`config.mk`:
```
export PLATFORM = sky130hd
export DESIGN_NAME = usb2_ep_writer
export DESIGN_NICKNAME = d
export VERILOG_FILES = /design/src/rtl/usb2_ep_writer.sv
export SDC_FILE = /design/constraint.sdc
export NUM_CORES = 1
export LEC_CHECK = 0
export BUFFER_PORTS_ARGS = -buffer_cell sky130_fd_sc_hd__buf_2
export CORE_MARGIN = 4
export CORE_UTILIZATION = 44
export DETAILED_ROUTE_END_ITERATION = 8
export PLACE_DENSITY = 0.69
export RECOVER_POWER = 100
export SYNTH_ARGS = -nofsm -noshare
export SYNTH_HDL_FRONTEND = slang
export SYNTH_SLANG_ARGS = --single-unit
export TNS_END_PERCENT = 1
```
`constraint.sdc`:
```
create_clock -name phy_clk -period 3.8 [get_ports phy_clk]
set_input_delay 0.57 -clock phy_clk [delete_from_list [all_inputs] [get_ports phy_clk]]
set_output_delay 0.57 -clock phy_clk [all_outputs]
set_load 0.005 [all_outputs]
```
`src/rtl/usb2_ep_writer.sv`:
```
// Streams application bytes into the double-buffered USB endpoint buffer and
// runs the commit/ack/swap handshake once per packet (including zero-length ones).
module usb2_ep_writer #(
  parameter int MAX_PKT  = 512,
  parameter bit AUTO_ZLP = 1'b1
) (
  input  logic        phy_clk,
  input  logic        reset,
  input  logic [7:0]  s_data,
  input  logic        s_valid,
  input  logic        s_last,
  output logic        s_ready,
  input  logic        flush,
  output logic [8:0]  buf_in_addr,
  output logic [7:0]  buf_in_data,
  output logic        buf_in_wren,
  input  logic        buf_in_ready,
  output logic        buf_in_commit,
  output logic [9:0]  buf_in_commit_len,
  input  logic        buf_in_commit_ack,
  output logic [15:0] pkt_count,
  output logic        busy
);

  typedef enum logic [2:0] {
    ST_IDLE,
    ST_FILL,
    ST_COMMIT,
    ST_ACK,
    ST_DRAIN
  } state_t;

  localparam logic [9:0] MAX_LEN = 10'(MAX_PKT);

  state_t      r_state;
  state_t      w_state_nxt;
  logic [9:0]  r_len;
  logic        r_zlp_pend;
  logic        r_wren;
  logic [8:0]  r_addr;
  logic [7:0]  r_data;
  logic [15:0] r_pkt_count;

  logic        w_accept;
  logic [9:0]  w_len_inc;
  logic        w_full;
  logic        w_close_beat;

  assign w_accept     = (r_state == ST_FILL) && s_valid;
  assign w_len_inc    = r_len + 10'd1;
  assign w_full       = (w_len_inc == MAX_LEN);
  assign w_close_beat = w_accept && (w_full || s_last || flush);

  always_ff @(posedge phy_clk) begin
    if (reset) begin
      r_state <= ST_IDLE;
    end else begin
      r_state <= w_state_nxt;
    end
  end

  always_comb begin
    w_state_nxt = r_state;
    case (r_state)
      ST_IDLE: begin
        if (buf_in_ready) begin
          w_state_nxt = r_zlp_pend ? ST_COMMIT : ST_FILL;
        end
      end
      ST_FILL: begin
        // A flush with no beat closes the packet at its current length, possibly zero.
        if (w_close_beat || (!s_valid && flush)) begin
          w_state_nxt = ST_COMMIT;
        end
      end
      ST_COMMIT: begin
        if (buf_in_commit_ack) begin
          w_state_nxt = ST_ACK;
        end
      end
      ST_ACK: begin
        if (!buf_in_commit_ack) begin
          w_state_nxt = ST_DRAIN;
        end
      end
      ST_DRAIN: begin
        // Ready stays high through the endpoint's swap cycle; wait for it to drop.
        if (!buf_in_ready) begin
          w_state_nxt = ST_IDLE;
        end
      end
      default: w_state_nxt = ST_IDLE;
    endcase
  end

  always_ff @(posedge phy_clk) begin
    if (reset) begin
      r_len       <= 10'd0;
      r_zlp_pend  <= 1'b0;
      r_wren      <= 1'b0;
      r_addr      <= 9'd0;
      r_data      <= 8'd0;
      r_pkt_count <= 16'd0;
    end else begin
      r_wren <= 1'b0;
      case (r_state)
        ST_IDLE: begin
          if (buf_in_ready) begin
            r_len <= 10'd0;
            if (r_zlp_pend) begin
              r_zlp_pend <= 1'b0;
            end
          end
        end
        ST_FILL: begin
          if (w_accept) begin
            r_wren <= 1'b1;
            r_addr <= r_len[8:0];
            r_data <= s_data;
            r_len  <= w_len_inc;
            if (w_full && s_last && AUTO_ZLP) begin
              r_zlp_pend <= 1'b1;
            end
          end
        end
        ST_COMMIT: begin
          if (buf_in_commit_ack) begin
            r_pkt_count <= r_pkt_count + 16'd1;
          end
        end
        default: ;
      endcase
    end
  end

  assign s_ready           = (r_state == ST_FILL);
  assign buf_in_commit     = (r_state == ST_COMMIT);
  assign buf_in_commit_len = buf_in_commit ? r_len : 10'd0;
  assign buf_in_addr       = r_addr;
  assign buf_in_data       = r_data;
  assign buf_in_wren       = r_wren;
  assign pkt_count         = r_pkt_count;
  assign busy              = (r_state != ST_IDLE);

endmodule

```
==> results.yml, run 1 <==
run_status:
  outcome: "finished clean"
floorplan:
  core-area_um2: 4880
  start_util_pct: 46.8
  dieArea_um2: 6400
  fp-row-count: 25
  die_y_um: 80.0
  boundaryPins: 62
  die_x_um: 80.0
clocking:
  cts_made_buffers: 5
  post-cts-setup-buffers: 0
  cts_tree: "yes"
  cts_buffer_depth: 2
  clk_latency_ps: 310
  root_buffer: "clkbuf_8"
  cts-resized-gates: 0
  clkSlewWorstSetupHoldPaths_ps: 90
  htreeDepth: 2
  clock_sinks: 48
  cts_hold_buf: 0
timing:
  finalSetupTns_ps: 0
  hold_violations: 0
  setup_ws_ps: 1120
  worst_pin_slew_ps: 1050
  report.final.slew_viol_count: 0
  clock_skew_ps: 7.41
  finalSetupViolations: 0
  fmax_mhz: 373
  fin_crit_sh_pct: 70.5
  slew-limit-headroom_pct: 29.8
  fin_crit_ps: 2680
  rsz0062_at_grt: "false"
synthesis:
  syn_avg_cell_area_um2: 7.92
  syn_nets: 305
  ys_seq_elements: 48
  yosys_most_used_dff: "dfxtp_1"
  synth.distinct_cells: 45
  synth_edf_count: 0
  synth-async-reset-ratio_pct: 0
  syn-cell-area_um2: 2280
  syn_inst: 288
  ys_seq_area_share_pct: 42.1
  synth-warning-count: 0
power_and_ir_drop:
  p_leak_nw: 1.01
  power-per-cell-area_nw_per_um2: 461
  irDropWorstVdd_v: 0.000279
detailed_routing:
  vias_per_cell: 5.05
  via_count: 2055
  drtIter0Drc: 89
  dr.pass1.iters: 4
  final_antenna_net_count: 0
  drt-wirelength-per-cell_um: 12.3
  wl_um: 5000
  drc: 0
global_routing:
  grt_max_degree: 50
  grt_pass1_vias: 1816
  grt_overflow: 0
  antenna_found_initial: 0
  grt_pass1_wl_um: 8400
  track_usage_pct: 16.4
hold_path:
  hold_path_class: "register to register"
  hold_end: "buf_in_addr[6]"
  hold_depth: 2
  min_from: "buf_in_addr[6]"
critical_path:
  path_max_fanout: 12
  critPathLaunchType: "register"
  worst-r2r-setup-slack_ps: 1490
  reg2reg_to: "pkt_count[15]"
  worst_ep_arrival_time_ps: 2110
  critPathCaptureType: "output port"
  worstRegToRegCells: 6
  path_class: "register to output port"
  r2r_start: "r_state[1]"
  required_ps: 3230
  crit_slowest_cell: "nor3b_1"
  worstPathCellList: "nor3b_1 -> and2_2 -> buf_2"
  slowest_delay_ps: 890
placed_design:
  port_buffers: 61
  place_congestion: 0.771
  hpwl_um: 3420
  dp_slack_ps: 1300
final_layout:
  fillers: 507
  antennaDiodeCount: 0
  layout_common_cells: "55 x nand2_1, 48 x dfxtp_1, 40 x buf_2, 33 x nor2_1, 29 x a21oi_1"
  drive_above_1_share_pct: 15.9
  area_growth_pct: 17.5
  final_common_cell: "nand2_1"
  layout.nets: 356
job:
  drv_cap: 0
## critical path, delay by kind of cell, from the launching register on
family,cells,cell delay (ps)
buf+inv,1,110
flops,1,540
simple gates,2,1160
## stage by stage
stage          utilization [%]  area (um2)  instances  power (W)  hold slack, ps
6_report                  54.9        2680        407    0.00124             452
5_1_grt                   54.9        2680        407    0.00131             478
4_1_cts                   55.6        2710        407    0.00126             456
3_5_place_dp              53.1        2590        399   0.000866             444
3_3_place_gp              53.1        2590        399   0.000864             438
2_1_floorplan                -        2280        288   0.000791             453
## flip-flops by register name, indices dropped and copies added (netlist names)
signal and cells:
r_zlp_pend 1, pkt_count 16, buf_in_addr 9, r_len 10, buf_in_wren 1, buf_in_data 8, r_state 3
## final cells by class
cell class / instances / area, um2 / area share [%]
clock inverters: 2 / 38.8 / 1.45
repair buffers: 62 / 283 / 10.5
clock buffers: 6 / 82.6 / 3.08
inverters: 4 / 15.0 / 0.560
multi-input cells: 218 / 1220 / 45.4
flip-flops and latches: 48 / 961 / 35.8
well taps: 67 / 83.8 / 3.13
## report_power, final
group          switching (W)  total [W]  internal [W]  leakage (nW)
sequential         0.0000484   0.000579      0.000531         0.388
clock               0.000175   0.000391      0.000215        0.0614
combinational       0.000165   0.000267      0.000103         0.564
total               0.000388    0.00124      0.000849          1.01
## cells by family (layout without fill, tap and decap cells)
group,count (synthesis),in the layout,synth area share (%)
AND/OR/NAND/NOR,145,145,31.6
AO/OA/AOI/OAI,52,52,13.0
flip-flops,48,48,42.1
buffers and inverters,22,74,4.55
XOR/XNOR,16,16,6.14
multiplexers,3,3,1.43
adder cells (fa/ha/maj),2,2,1.10
## worst max-delay path by stage
stage | startpoint | endpoint | slack, ps | cells after the start
floorplan | buf_in_commit_ack | pkt_count[15] | 2080 | 7
global placement | buf_in_commit_ack | pkt_count[15] | 1340 | 7
detailed placement | buf_in_commit_ack | pkt_count[15] | 1300 | 7
CTS | r_state[1] | buf_in_commit_len[5] | 1170 | 3
global route | r_state[1] | buf_in_commit_len[5] | 960 | 3
finish | r_state[1] | buf_in_commit_len[5] | 1120 | 3
## layer usage
metal / vias to the layer above / track usage (%) / share of wire, % / wire length (um)
met4: 0 / 5.74 / 1.3 / 63
met2: 46 / 26.3 / 46 / 2310
li1: 1080 / - / - / -
met3: 8 / 4.06 / 5.2 / 259
met1: 921 / 21.4 / 47 / 2370
met5: - / 0 / 0 / 0
## Yosys cell counts, types with 2 or more instances
library cell  instances  area (um2)
or3_1                 4        25.0
inv_1                 4        15.0
xor2_1                8        70.1
and3_1                4        25.0
a21oi_1              29         145
nor2_1               33         124
nand3_1               9        45.0
buf_2                 4        20.0
nor4_1                3        18.8
nor2b_1               3        18.8
nor3_1                8        40.0
mux2_2                2        22.5
nor4bb_1              2        20.0
and2_1               10        62.6
clkbuf_1              9        33.8
dfxtp_1              48         961
nand4_1               6        37.5
and4_1                2        17.5
xnor2_1               8        70.1
o21ai_0              11        55.1
ha_1                  2        25.0
nand2_1              55         206
a31oi_1               2        12.5
Note: power is estimated with default switching activity, not from simulation.
==> inputs of run 2 (changes only) <==
- ABC_AREA: unset -> 1
- PLACE_DENSITY: 0.69 -> 0.71
- clock period: 3.8 -> 2.41 ns (I/O delays scaled with it)
==> results.yml, run 2 <==
clocking:
  clk_latency_ps: 290
  cts-resized-gates: 0
  cts_made_buffers: 5
  root_buffer: "clkbuf_8"
  clkSlewWorstSetupHoldPaths_ps: 80
  clock_sinks: 48
  cts_buffer_depth: 2
  post-cts-setup-buffers: 0
  cts_hold_buf: 0
  cts_tree: "yes"
  htreeDepth: 2
placed_design:
  place_congestion: 0.855
  dp_slack_ps: 690
  hpwl_um: 4030
  port_buffers: 61
power_and_ir_drop:
  power-per-cell-area_nw_per_um2: 742
  p_comb_share_pct: 31.1
  swShare_pct: 36.4
  pwr-share-seq_pct: 46.7
  p_clk_share_pct: 22.2
  switchingPower_w: 0.000744
  irDropWorstVdd_v: 0.000403
  p_leak_nw: 1.13
  p_int_w: 0.00130
critical_path:
  required_ps: 2050
  critPathLaunchType: "register"
  worstRegToRegCells: 10
  critPathCaptureType: "output port"
  path_class: "register to output port"
  worst_ep_arrival_time_ps: 1650
  path_max_fanout: 12
timing:
  fin_crit_ps: 2010
  slew-limit-headroom_pct: 52.3
  fmax_mhz: 497
  setup_ws_ps: 400
  fin_crit_sh_pct: 83.4
  report.final.slew_viol_count: 0
  finalSetupTns_ps: 0
  hold_violations: 0
  whs_ps: 313
  rsz0062_at_grt: "false"
  finalSetupViolations: 0
  worst_pin_slew_ps: 714
  clock_skew_ps: 7.11
synthesis:
  synth_area_leaders: "dfxtp_1 41%, nand2_1 13%, a21oi_1 8.0%"
  synth_most_common_cell: "nand2_1"
  syn_inst: 327
  ys_seq_area_share_pct: 40.7
  yosys_most_used_dff: "dfxtp_1"
  yosysTopAreaCell: "dfxtp_1"
  syn_avg_cell_area_um2: 7.23
  syn_nets: 344
  synth-async-reset-ratio_pct: 0
  synth_common_cells: "81 x nand2_1, 48 x dfxtp_1, 38 x a21oi_1"
  ys_seq_elements: 48
  syn-cell-area_um2: 2360
  synth.distinct_cells: 34
  synth_edf_count: 0
  synth-warning-count: 0
  yosys.area.top_type_share_pct: 40.7
run_status:
  outcome: "finished clean"
job:
  drv_cap: 0
global_routing:
  antenna_found_initial: 0
  grt_pass1_wl_um: 9040
  grt_overflow: 0
  grt_max_degree: 35
  grt_pass1_vias: 2090
  track_usage_pct: 17.0
final_layout:
  area_growth_pct: 16.6
  largest_reg_flops: 16
  layout.nets: 405
  final_common_cell: "nand2_1"
  antennaDiodeCount: 0
  drive_above_1_share_pct: 16.2
  layout_common_cells: "82 x nand2_1, 48 x dfxtp_1, 38 x nor2_1, 38 x a21oi_1, 32 x inv_1"
floorplan:
  die_x_um: 81.3
  dieArea_um2: 6610
  start_util_pct: 45.7
  boundaryPins: 62
  fp-row-count: 26
  die_y_um: 81.3
  core-area_um2: 5170
detailed_routing:
  vias_per_cell: 4.87
  via_count: 2232
  drc: 0
  dr.pass1.iters: 4
  drt-wirelength-per-cell_um: 11.8
  wl_um: 5410
  final_antenna_net_count: 0
  drtIter0Drc: 90
hold_path:
  hold_path_class: "input pin to register"
  hold_depth: 3
## run 2: cell families after synthesis
logic type	Yosys count	synth area share, %
and+or+nand+nor	164	35.2
AOI/OAI and AO/OA	65	15.0
DFF	48	40.7
buffers and inverters	47	7.73
adders and majority gates	2	1.06
xor gates and xnor gates	1	0.371
## run 2: stage by stage
| step | total power [W] | util [%] | area (um2) | std cells |
|---|---|---|---|---|
| finish | 0.00205 | 53.3 | 2760 | 458 |
| floorplan | 0.00144 | - | 2360 | 327 |
| global route | 0.00219 | 53.3 | 2760 | 458 |
| CTS | 0.00211 | 54.4 | 2810 | 458 |
| global placement | 0.00163 | 52.8 | 2730 | 451 |
| detailed placement | 0.00165 | 52.8 | 2730 | 451 |
## run 2: worst max-delay path, cell delays in order, from the launching register on
cell and delay, ps:
dfxtp_1 480, inv_1 90, nand2_1 480, inv_1 160, clkbuf_1 140
## run 2: power by group through the flow
| stage | sequential [W] | clock, W | combinational (W) |
|---|---|---|---|
| after CTS | 0.000957 | 0.000477 | 0.000676 |
| final | 0.000956 | 0.000454 | 0.000636 |
| after global placement | 0.000974 | 0 | 0.000657 |
| after global routing | 0.000970 | 0.000502 | 0.000719 |
| after floorplan | 0.000969 | 0 | 0.000475 |
| after detailed placement | 0.000974 | 0 | 0.000674 |
## run 2: layout make-up
type / count / area (um2)
Clock buffer: 5 / 68.8
Clock inverter: 2 / 12.5
Fill cell: 547 / 2420
Inverter: 38 / 143
Multi-Input combinational cell: 232 / 1200
Sequential cell: 48 / 961
Tap cell: 70 / 87.6
Timing Repair Buffer: 63 / 282
## run 2: final timing paths
check | start | slack (ps) | to
min reg2reg | buf_in_data[3] | 470 | buf_in_data[3]
max | r_state[2] | 400 | buf_in_commit
min | s_data[6] | 310 | buf_in_data[6]
max reg2reg | r_state[1] | 440 | pkt_count[15]
## run 2: layer usage
layer | wire length, um | up-vias | global-route usage, % | share of wire, %
met1 | 2630 | 1006 | 21.3 | 49
met2 | 2450 | 51 | 30.0 | 45
met4 | 43 | 0 | 4.05 | 0.79
li1 | - | 1171 | - | -
met3 | 281 | 4 | 3.22 | 5.2
met5 | 0 | - | 0 | 0
